File: src/rtl/lif_group.sv
// Group of eight leaky integrate-and-fire neurons sharing one weight-memory sweep per timestep.
// Optional build macro LIF_REFRACT_EN: a neuron that fired skips accumulation for the next timestep.
module lif_group #(
   parameter int V_WIDTH     = 10,
   parameter int THRESH      = 64,
   parameter int DECAY_SHIFT = 3
) (
   input  logic        clk,
   input  logic        rst,
   input  logic        start,
   input  logic [31:0] spike_in,
   input  logic [3:0]  weight_1,
   input  logic [3:0]  weight_2,
   input  logic [3:0]  weight_3,
   input  logic [3:0]  weight_4,
   input  logic [3:0]  weight_5,
   input  logic [3:0]  weight_6,
   input  logic [3:0]  weight_7,
   input  logic [3:0]  weight_8,
   output logic [4:0]  addr,
   output logic        syn_en,
   output logic [7:0]  spike_out,
   output logic        busy,
   output logic        done
);

   // state      | meaning
   // IDLE       | waiting for start
   // SET        | latch spike_in, clear cnt
   // SYN_ACCU   | sweep rows 0..31, accumulate weights two cycles behind addr
   // DECAY      | V -= V >> DECAY_SHIFT
   // FIRE       | threshold compare, reset fired neurons, load spike_out
   // DONE       | one-cycle done pulse
   typedef enum logic [2:0] {
      IDLE     = 3'd0,
      SET      = 3'd1,
      SYN_ACCU = 3'd2,
      DECAY    = 3'd3,
      FIRE     = 3'd4,
      DONE     = 3'd5
   } state_t;

   localparam logic [V_WIDTH:0]   THR   = (V_WIDTH+1)'(THRESH);
   localparam logic [V_WIDTH-1:0] V_MAX = '1;

   state_t                    state, state_nxt;
   logic [5:0]                cnt;
   logic [31:0]               spike_reg;
   logic                      acc_d1, acc_d2;
   logic [7:0][V_WIDTH-1:0]   v, v_nxt;
   logic [7:0][3:0]           weight;
   logic [7:0]                fire_vec;
   logic [7:0]                refr;

   assign weight[0] = weight_1;
   assign weight[1] = weight_2;
   assign weight[2] = weight_3;
   assign weight[3] = weight_4;
   assign weight[4] = weight_5;
   assign weight[5] = weight_6;
   assign weight[6] = weight_7;
   assign weight[7] = weight_8;

   always_ff @(posedge clk or negedge rst) begin
      if (!rst) state <= IDLE;
      else      state <= state_nxt;
   end

   always_comb begin
      state_nxt = state;
      syn_en    = 1'b0;
      busy      = 1'b1;
      done      = 1'b0;
      addr      = 5'd0;
      case (state)
         IDLE: begin
            busy = 1'b0;
            if (start) state_nxt = SET;
         end
         SET:      state_nxt = SYN_ACCU;
         SYN_ACCU: begin
            syn_en = 1'b1;
            addr   = cnt[5] ? 5'd31 : cnt[4:0];
            if (cnt == 6'd33) state_nxt = DECAY;
         end
         DECAY:    state_nxt = FIRE;
         FIRE:     state_nxt = DONE;
         DONE: begin
            done      = 1'b1;
            state_nxt = IDLE;
         end
         default: begin
            busy      = 1'b0;
            state_nxt = IDLE;
         end
      endcase
   end

   always_comb begin
      logic [V_WIDTH:0] sum;
      v_nxt    = v;
      fire_vec = '0;
      sum      = '0;
      for (int k = 0; k < 8; k++) begin
         fire_vec[k] = ({1'b0, v[k]} >= THR);
         sum = {1'b0, v[k]} + {{(V_WIDTH-3){1'b0}}, weight[k]};
         case (state)
            SYN_ACCU: if (acc_d2 && !refr[k]) v_nxt[k] = sum[V_WIDTH] ? V_MAX : sum[V_WIDTH-1:0];
            DECAY:    v_nxt[k] = v[k] - (v[k] >> DECAY_SHIFT);
            FIRE:     if (fire_vec[k]) v_nxt[k] = '0;
            default:  v_nxt[k] = v[k];
         endcase
      end
   end

   // acc_d1/acc_d2 delay spike_reg[row] to line up with the two-cycle weight latency.
   always_ff @(posedge clk or negedge rst) begin
      if (!rst) begin
         cnt       <= '0;
         spike_reg <= '0;
         acc_d1    <= 1'b0;
         acc_d2    <= 1'b0;
         v         <= '0;
         spike_out <= '0;
      end else begin
         acc_d1 <= (state == SYN_ACCU) && !cnt[5] && spike_reg[cnt[4:0]];
         acc_d2 <= acc_d1;
         v      <= v_nxt;
         if (state == SET) begin
            spike_reg <= spike_in;
            cnt       <= '0;
         end else if (state == SYN_ACCU) begin
            cnt <= cnt + 6'd1;
         end
         if (state == FIRE) spike_out <= fire_vec;
      end
   end

`ifdef LIF_REFRACT_EN
   always_ff @(posedge clk or negedge rst) begin
      if (!rst)               refr <= '0;
      else if (state == FIRE) refr <= fire_vec;
   end
`else
   assign refr = '0;
`endif

endmodule

File: config.mk
export PLATFORM = sky130hd
export DESIGN_NAME = lif_group
export DESIGN_NICKNAME = d
export VERILOG_FILES = /design/src/rtl/lif_group.sv
export SDC_FILE = /design/constraint.sdc
export NUM_CORES = 1
export LEC_CHECK = 0
export ABC_CLOCK_PERIOD_IN_PS = 2600
export BUFFER_PORTS_ARGS = -buffer_cell sky130_fd_sc_hd__buf_2
export CORE_MARGIN = 2
export CORE_UTILIZATION = 44
export CTS_BUF_LIST = sky130_fd_sc_hd__clkbuf_2 sky130_fd_sc_hd__clkbuf_4 sky130_fd_sc_hd__clkbuf_8
export CTS_CLUSTER_SIZE = 8
export DETAILED_ROUTE_END_ITERATION = 12
export HOLD_SLACK_MARGIN = 0.06
export PLACE_DENSITY = 0.71
export SLEW_MARGIN = 20
export SYNTH_ARGS = -nofsm -noshare
export SYNTH_HDL_FRONTEND = slang
export SYNTH_SLANG_ARGS = --single-unit
File: constraint.sdc
create_clock -name clk -period 2.6 [get_ports clk]
set_input_delay 0.26 -clock clk [delete_from_list [all_inputs] [get_ports clk]]
set_output_delay 0.26 -clock clk [all_outputs]
set_load 0.03 [all_outputs]
==> results of run 1 <==
[layout make-up]
class	instances	area, sq um	area share (%)
Clock inverter	12	183	1.46
Tap cell	324	405	3.23
Sequential cell	131	3280	26.1
Clock buffer	19	255	2.03
Inverter	90	338	2.69
Multi-Input combinational cell	1059	7040	56.1
Timing Repair Buffer	146	1040	8.31
[logic make-up after synthesis]
group,after synthesis
AO/OA/AOI/OAI,437
XOR/XNOR,28
adder cells (fa/ha/maj),106
buffers and inverters,152
flip-flops,131
multiplexers,24
AND/OR/NAND/NOR,464
[worst max-delay path, cell delays in order (launching register included)]
cell and delay (ns):
dfrtp_1 0.46, inv_1 0.09, ha_1 0.33, o21a_1 0.21, o31a_1 0.13, o211a_1 0.26, or4_1 0.43, o32a_1 0.30
o22ai_1 0.14
[synth_stat cells, drive strengths merged, types with 23 or more instances]
library cell,n
nand3,35
nand2b,23
a31oi,26
o21a,31
dfrtp,131
clkbuf,40
nand2,181
inv,90
ha,90
nor2,103
nor3,29
a21oi,126
nor2b,28
a211oi,25
o21ai,96
[stage by stage]
stage | power, mW | utilization (%)
after floorplan | 12.7 | -
after global placement | 15.1 | 48.4
after detailed placement | 15.4 | 48.4
after CTS | 17.5 | 51.5
after global routing | 19.4 | 51.6
final | 17.6 | 51.6
[cell usage in the layout, fill, tap and decap left out, drive strengths merged, types with 12 or more instances in the layout]
| master | count |
|---|---|
| o31a | 14 |
| dfrtp | 131 |
| o211ai | 17 |
| o21a | 31 |
| nand3 | 35 |
| ha | 90 |
| nor2b | 28 |
| nand4 | 12 |
| a21oi | 126 |
| nand2 | 181 |
| clkbuf | 19 |
| inv | 90 |
| o21ai | 96 |
| nor3 | 29 |
| xnor2 | 19 |
| nand2b | 23 |
| nor2 | 103 |
| fa | 16 |
| a31oi | 26 |
| a211oi | 25 |
| o22ai | 19 |
| buf | 113 |
| dlygate4sd3 | 33 |
[power breakdown]
group | leakage [nW] | switching (mW) | internal [mW]
clock network | 0.211 | 0.870 | 1.08
logic | 3.80 | 6.66 | 4.89
registers | 1.57 | 1.06 | 2.98
[path summary, 6_finish.rpt]
path / start / endpoint / slack, ns / cells after the start
min: start / state[0]$_DFFE_PN0P_ / 0.18 / 3
min in group asynchronous: rst / v[40]$_DFFE_PN0P_ / 0.37 / 2
max reg2reg: v[5]$_DFFE_PN0P_ / v[9]$_DFFE_PN0P_ / 0.17 / 8
min reg2reg: acc_d1$_DFF_PN0_ / acc_d2$_DFF_PN0_ / 0.35 / 0
max in group asynchronous: rst / state[1]$_DFFE_PN0P_ / 1.50 / 3
max: v[5]$_DFFE_PN0P_ / v[9]$_DFFE_PN0P_ / 0.17 / 8
[what timing repair did]
| action | 4_1_cts | 5_1_grt |
|---|---|---|
| hold buffers | 33 | 0 |
| hold endpoints to repair | 91 | 0 |
| buffers inserted | 0 | 0 |
| endpoints found under the setup margin | 0 | 10 |
| gates resized for setup | 0 | 3 |
[per-layer routing]
metal,global-route usage (%),wire (um)
met1,30.0,13000
met2,36.9,13300
met3,3.62,1510
met4,6.21,344
met5,0,0
==> summary.txt, run 1 <==
Drt
  • Drc violations: 0
  • Vias: ~10k
  • Drt via density: between 5 and 6
  • Drt total wl: approximately 28 mm
  • Wire per inst: around 16 um
  • ANT nets after route: 0
  • Router iterations before antenna repair: 5
  • Initial DRC count: 630

Logic synthesis
  • Syn_nets: roughly 1.5k
  • Flops & latches, synth: 131
  • Area leader, netlist: dfrtp_1
  • Largest family of logic cells by synthesized area: compound AO/OA/AOI/OAI gates
  • Most used DFF post-synth: dfrtp_1
  • Post-synth EDFFs: 0
  • YS warnings: 0
  • Mux share of post-synthesis cell area: 3.38%
  • Syn_area_per_cell: 8.13 sq um
  • Largest cells by area after synthesis: dfrtp_1, ha_1, nand2_1
  • Asr flop ratio synth: 100%
  • Synth top area share: ~30%
  • Simple-gate area share of the yosys netlist: 19.9%
  • Yosys cell types: 79
  • XOR/XNOR share of the synthesized area: under 10%
  • Synth Area in Adders: 13.3%
  • Post-Syn Instances: 1342
  • Sequential-to-total area share from yosys stat: between 30 and 40%
  • Post-synthesis compound-gate area fraction: 25.6%
  • Post-Synthesis Cell Area: 10900 sq um

Placement
  • HPWL after DPL: ~20 mm
  • DP Worst Slack: 0.140 ns
  • Inst Count DP: 1717
  • Number of port buffers: 82
  • Area after DPL: 11800 sq um
  • Placer Congestion: 0.859

Run status
  • Status: finished clean

Floorplan
  • Die Y: 161 um
  • Die W: ~160 um
  • Initial Util: between 40% and 50%
  • Core Rows: 57
  • Ports: 83
  • CORE AREA: about 24000 sq um
  • Die ar.: ~26000 sq um

Clock network
  • Worst-Skew Late Latency: between 0.4 and 0.5 ns
  • Clk sinks: between 100 and 150
  • Clock-pin slew on the worst setup and hold paths: 0.07 ns
  • Root Driver: clkbuf_8
  • CTS tree: done
  • Total CTS buffers: 17
  • H-tree depth: 4
  • Worst-case clock buffer depth: 2

STA
  • Worst slew pin tran: ~0.74 ns
  • Worst slew margin: 50.4%
  • Clock skew: 0.0144 ns
  • Final Setup Violations: 0
  • Setup_tns: 0 ns
  • Period Utilization, post-route: 93.4%
  • RSZ-0062 raised after global routing: no
  • Final Max Tran Viols: 0
  • Fin Hold WS: 0.177 ns
  • Fin crit period: 2.43 ns
  • Peak Freq: 412 MHz
  • Worst setup margin: 0.173 ns
  • Final Hold Fails: 0

Global routing
  • Initial antenna violation count: 0
  • Number of global-route vias before repair: 10.1k
  • Total grt overflow: 0
  • First-pass GRT wire length: 48.2 mm
  • Total track usage: 22.2%
  • Largest net degree at the start of global routing: 63

Setup path
  • Crit end category: flop
  • Max FO, Critical Path: 6
  • Critical path arrival: 2.79 ns
  • Setup CP Type: reg2reg
  • Critical Path RT: 2.97 ns
  • Worst setup SP type: flop

Power
  • Pwr per Cell Area: 1400 nW/um^2
  • Worst VDD drop: about 0.59 mV
  • Leakage: around 5.6 nW

Layout
  • Final Net Count: 1618
  • Non-filler cells, final: 1781
  • FILL cells: between 2k and 2.5k
  • Max reg flops: 80
  • Post-route cell area: 12500 sq um
  • Syn-to-layout area delta: 15.1%
  • Antenna cells: 0
  • Share of cells above drive strength 1: approximately 12%

Run
  • Max_cap viols: 0

Worst hold path
  • Hold WC Path Type: in2reg
Power figures use the tool's default switching activity.
==> inputs of run 2 (changes only) <==
==> constraint.sdc (replaced) <==
create_clock -name clk -period 2.6 [get_ports clk]
set_input_delay 0.39 -clock clk [delete_from_list [all_inputs] [get_ports clk]]
set_output_delay 0.39 -clock clk [all_outputs]
set_load 0.03 [all_outputs]
==> run 2 against run 1 <==
Against the previous run: core utilization fell by 1.3 points; register-to-register slack barely moved; clock power barely moved; total power barely moved; non-clock buffer count fell by 31; global-route usage fell by 0.45 points; via count fell by 1.4%; worst setup slack improved by 0.014 ns; wire length fell by 2.2%; first-iteration DRC count fell by 7.5%; critical path type unchanged; largest power group unchanged; highest routed layer unchanged.
==> summary.txt, run 2 (synthesis results as in run 1) <==
Placement
  • HPWL after DPL: between 15 and 20 mm
  • Area after DPL: 11800 sq um
  • Number of port buffers: 82
  • Placer Congestion: a little under 0.9

Global routing
  • Total grt overflow: 0
  • Met1 usage: 29.0%
  • First-pass GRT wire length: roughly 47 mm
  • Number of global-route vias before repair: 9975
  • Gr busiest metal: met2
  • Largest net degree at the start of global routing: between 50 and 60
  • Initial antenna violation count: 0
  • Met3 Use GR: 3.98%
  • M2 GR Usage: 36.2%
  • Total track usage: 21.7%

Clock network
  • Worst-case clock buffer depth: 2
  • CTS resizes: 0
  • Root Driver: clkbuf_8
  • Worst-Skew Late Latency: 0.46 ns
  • CTS tree: done
  • Post-CTS setup buffers: 0
  • Cts hold-fix bufs: 1
  • Clk sinks: 131
  • Total CTS buffers: 17
  • H-tree depth: 4
  • Clock-pin slew on the worst setup and hold paths: 0.09 ns

STA
  • Worst slew pin tran: 0.678 ns
  • Peak Freq: just over 400 MHz
  • Setup_tns: 0 ns
  • Clock skew: 0.0172 ns
  • Final Max Tran Viols: 0
  • Final Hold Fails: 0
  • Final Setup Violations: 0
  • RSZ-0062 raised after global routing: no
  • Period Utilization, post-route: 92.8%
  • Fin crit period: 2.41 ns
  • Worst slew margin: between 50% and 60%

Drt
  • Vias: 10.1k
  • Router iterations before antenna repair: 5
  • Drc violations: 0
  • Drt total wl: 27.5 mm
  • Wire per inst: approximately 16 um
  • ANT nets after route: 0
  • Initial DRC count: 583
  • Drt via density: 5.77

Power
  • Pwr per Cell Area: between 1000 and 1500 nW/um^2
  • Worst VDD drop: between 0.6 and 0.7 mV
  • Leakage: 5.46 nW

Layout
  • Commonest cells after routing, fill and taps aside: nand2_1, dfrtp_1, a21oi_1, nor2_1, ha_1
  • Share of cells above drive strength 1: 12.4%
  • Commonest non-fill, non-tap cell in the layout: nand2_1
  • Post-route cell area: ~12000 sq um
  • Final Net Count: 1587
  • Max reg flops: 80
  • Syn-to-layout area delta: 12.1%

Setup path
  • Setup CP Type: reg2reg
  • Crit end category: flop
  • Max FO, Critical Path: 5
  • Critical path arrival: 2.79 ns
  • Critical Path RT: between 2 and 3 ns
  • Worst setup SP type: flop

Run status
  • Status: finished clean

Floorplan
  • Initial Util: 44.8%
  • Die ar.: approximately 26000 sq um
  • Core Rows: 57
  • Die Y: 161 um
  • CORE AREA: between 20000 and 25000 sq um
  • Die W: 161 um
  • Ports: 83

Run
  • Max_cap viols: 0

Worst hold path
  • Hold WC Path Type: in2reg
-- run 2: area by class of cell --
| class | instances | area [sq um] |
|---|---|---|
| multi-input cells | 1059 | 7030 |
| fillers | 2303 | 12100 |
| flip-flops and latches | 131 | 3280 |
| clock inverters | 12 | 179 |
| repair buffers | 115 | 729 |
| diodes | 1 | 2.50 |
| inverters | 90 | 338 |
| well taps | 324 | 405 |
| clock buffers | 20 | 269 |
-- run 2: metrics by stage --
step	utilization [%]	hold slack, ns	total power, mW	std cells	setup WS (ns)
2_1_floorplan	-	0.0944	12.7	1342	0.295
3_3_place_gp	48.4	0.342	15.1	1718	0.226
3_5_place_dp	48.4	0.346	15.5	1718	0.142
4_1_cts	50.3	0.0997	17.5	1751	0.183
5_1_grt	50.3	0.109	19.4	1751	0.0107
6_report	50.3	0.123	17.6	1752	0.187
-- run 2: final timing paths --
path                                              to  depth (start not counted)              from  slack [ns]
setup reg to reg                    v[9]$_DFFE_PN0P_                          7  v[1]$_DFFE_PN0P_        0.19
hold reg to reg                     acc_d2$_DFF_PN0_                          0  acc_d1$_DFF_PN0_        0.36
setup / recovery                    v[9]$_DFFE_PN0P_                          7  v[1]$_DFFE_PN0P_        0.19
max in group asynchronous  spike_reg[24]$_DFFE_PN0P_                          3               rst        1.31
hold / removal             spike_reg[31]$_DFFE_PN0P_                          3      spike_in[31]        0.12
min in group asynchronous          v[41]$_DFFE_PN0P_                          2               rst        0.47
-- run 2: per-layer routing --
metal / up-vias / share of wire, %
met5: - / 0
met4: 0 / 1.8
met3: 43 / 5.4
met2: 286 / 47
met1: 4759 / 46
li1: 5015 / -
-- run 2: critical path, cell delays in order, from the launching register on --
cell and delay [ns]:
dfrtp_1 0.45, ha_1 0.30, nor2b_1 0.14, o31a_1 0.28
o211a_1 0.26, or4_1 0.43, o32a_1 0.30, o22ai_1 0.16
-- run 2: power by group --
part / internal, mW / switching [mW] / total, mW
logic: 4.89 / 6.61 / 11.5
clock network: 1.11 / 0.873 / 1.98
registers: 2.99 / 1.10 / 4.08
total: 8.98 / 8.58 / 17.6
==> inputs of run 3 (changes only) <==
ABC_CLOCK_PERIOD_IN_PS = 2500   (was 2600)
clock period = 2.5 ns   (was 2.6 ns; I/O delays follow)
==> run 3 against run 2 <==
Against the previous run: clock skew down 0.0019 ns; first-iteration DRC count up 16%; clock power down 7%; fmax up 1.2%; highest routed layer is now met5.
==> summary.txt, run 3 (synthesis results as in run 1) <==
Placement
  • HPWL after DPL: about 20 mm
  • DP Worst Slack: 0.0503 ns
  • Area after DPL: 11800 sq um
  • Placer Congestion: 0.820
  • Number of port buffers: just over 80

Power
  • Pwr per Cell Area: 1480 nW/um^2
  • Leakage: 5.48 nW
  • Worst VDD drop: ~0.53 mV
  • Total power: 18.1 mW

Setup path
  • Critical path's top delay family: simple AND/OR/NAND/NOR gates
  • Reg2Reg Setup Slack: 0.12 ns
  • Slowest CP cell: or4_1
  • Worst setup SP type: flop
  • Max FO, Critical Path: 6
  • CP Capture Point: v[9]$_DFFE_PN0P_
  • CP peak stage delay: 0.43 ns
  • Register-to-Register Path Depth: 7
  • Critical path arrival: roughly 2.8 ns
  • Crit-path cells: buf_4 > ha_1 > or3_1 > o211a_1 > or4_1 > o32a_1 > o22ai_1
  • Crit end category: flop
  • Critical R2R Launch: v[4]$_DFFE_PN0P_
  • CP Buf/Inv Count: 1
  • Setup CP Type: reg2reg
  • Worst Setup SP: v[4]$_DFFE_PN0P_
  • Critical Path RT: 2.87 ns
  • Crit Reg-Reg Endpoint: v[9]$_DFFE_PN0P_
  • Crit. path cell count: 7

Run
  • Max_cap viols: 0

Layout
  • Post-route cell area: 12200 sq um
  • Final Net Count: between 1.5k and 2k
  • Share of cells above drive strength 1: 13.3%
  • Commonest cells after routing, fill and taps aside: nand2_1, dfrtp_1, a21oi_1, nor2_1, ha_1
  • Max reg flops: 80
  • Commonest non-fill, non-tap cell in the layout: nand2_1
  • Syn-to-layout area delta: 12.2%
  • FILL cells: about 2.3k

Clock network
  • Clock-pin slew on the worst setup and hold paths: 0.08 ns
  • Clk sinks: ~130
  • Root Driver: clkbuf_8
  • Worst-case clock buffer depth: 2
  • Worst-Skew Late Latency: 0.46 ns
  • H-tree depth: 4
  • Total CTS buffers: 17
  • CTS tree: done

Floorplan
  • CORE AREA: about 24000 sq um
  • Ports: 83
  • Initial Util: between 40% and 50%
  • Core Rows: 57
  • Die W: 161 um
  • Die ar.: 26100 sq um
  • Die Y: 161 um

STA
  • Peak Freq: 419 MHz
  • Clock skew: 0.0153 ns
  • Worst setup margin: ~0.12 ns
  • Final Setup Violations: 0
  • Fin crit period: 2.38 ns
  • Final Max Tran Viols: 0
  • Final Hold Fails: 0
  • RSZ-0062 raised after global routing: no
  • Worst slew margin: 53.1%
  • Period Utilization, post-route: 95.4%
  • Worst slew pin tran: 0.699 ns
  • Fin Hold WS: 0.0972 ns
  • Setup_tns: 0 ns

Run status
  • Status: finished clean

Global routing
  • Total track usage: between 20 and 25%
  • First-pass GRT wire length: around 47 mm
  • Largest net degree at the start of global routing: slightly above 60
  • Total grt overflow: 0
  • Number of global-route vias before repair: a little under 10k
  • Initial antenna violation count: 1

Drt
  • ANT nets after route: 0
  • Wire per inst: 15.7 um
  • Drc violations: 0
  • Router iterations before antenna repair: 5
  • Drt total wl: 27.7 mm
  • Initial DRC count: a little under 700
  • Drt via density: 5.74
  • Vias: 10.1k

Worst hold path
  • Hold WC Path Type: in2reg
  • HP Start: spike_in[18]
[run 3: cell types whose count changed in the layout (fill, tap and decap cells not counted), moves of 2 or more]
| cell | delta |
|---|---|
| buf_4 | +13 |
| buf_12 | -3 |
| clkinv_4 | +3 |
| clkinvlp_4 | -3 |
| bufinv_16 | -2 |
| clkinv_2 | +2 |
[run 3: per-stage QoR]
step | util [%] | cells
final | 50.3 | 1762
after global routing | 50.3 | 1761
after CTS | 50.1 | 1759
after detailed placement | 48.5 | 1726
after global placement | 48.5 | 1726
after floorplan | - | 1342
[run 3: worst min-delay path, stage by stage]
cell,delay (ns)
buf_2,0.07
nand2_1,0.04
nand2_1,0.04
[run 3: power by group]
| group | total [mW] | internal, mW | switching [mW] |
|---|---|---|---|
| clock network | 1.84 | 0.937 | 0.901 |
| registers | 4.16 | 3.11 | 1.05 |
| logic | 12.1 | 5.11 | 7.00 |
[run 3: worst min-delay path by stage]
| stage | endpoint | cells past startpoint |
|---|---|---|
| 2_1_floorplan | acc_d1$_DFF_PN0_ | 0 |
| 3_3_place_gp | acc_d2$_DFF_PN0_ | 0 |
| 3_5_place_dp | acc_d2$_DFF_PN0_ | 0 |
| 4_1_cts | spike_reg[14]$_DFFE_PN0P_ | 3 |
| 5_1_grt | spike_reg[18]$_DFFE_PN0P_ | 3 |
| 6_report | spike_reg[18]$_DFFE_PN0P_ | 3 |
[run 3: routing by layer]
layer  GRT usage (%)  vias up  routed length [um]
met3            4.29       26                1520
met2            36.1      293               13100
met4            4.91        2                 290
li1                -     5046                   -
met5               0        -                  13
met1            29.7     4745               12800
[run 3: final cells by class]
type / count / area, sq um / area share, %
Clock buffer: 20 / 263 / 2.15
Inverter: 90 / 338 / 2.76
Clock inverter: 12 / 133 / 1.08
Tap cell: 324 / 405 / 3.31
Antenna cell: 1 / 2.50 / 0.0205
Sequential cell: 131 / 3280 / 26.8
Multi-Input combinational cell: 1059 / 7040 / 57.6
Timing Repair Buffer: 125 / 767 / 6.27
[run 3: repair_timing]
item / in CTS / in global routing
setup endpoints to repair: 0 / 13
resized for setup: 0 / 4
endpoints found under the hold margin: 55 / 0
setup buffers: 0 / 2
hold buffers: 1 / 0
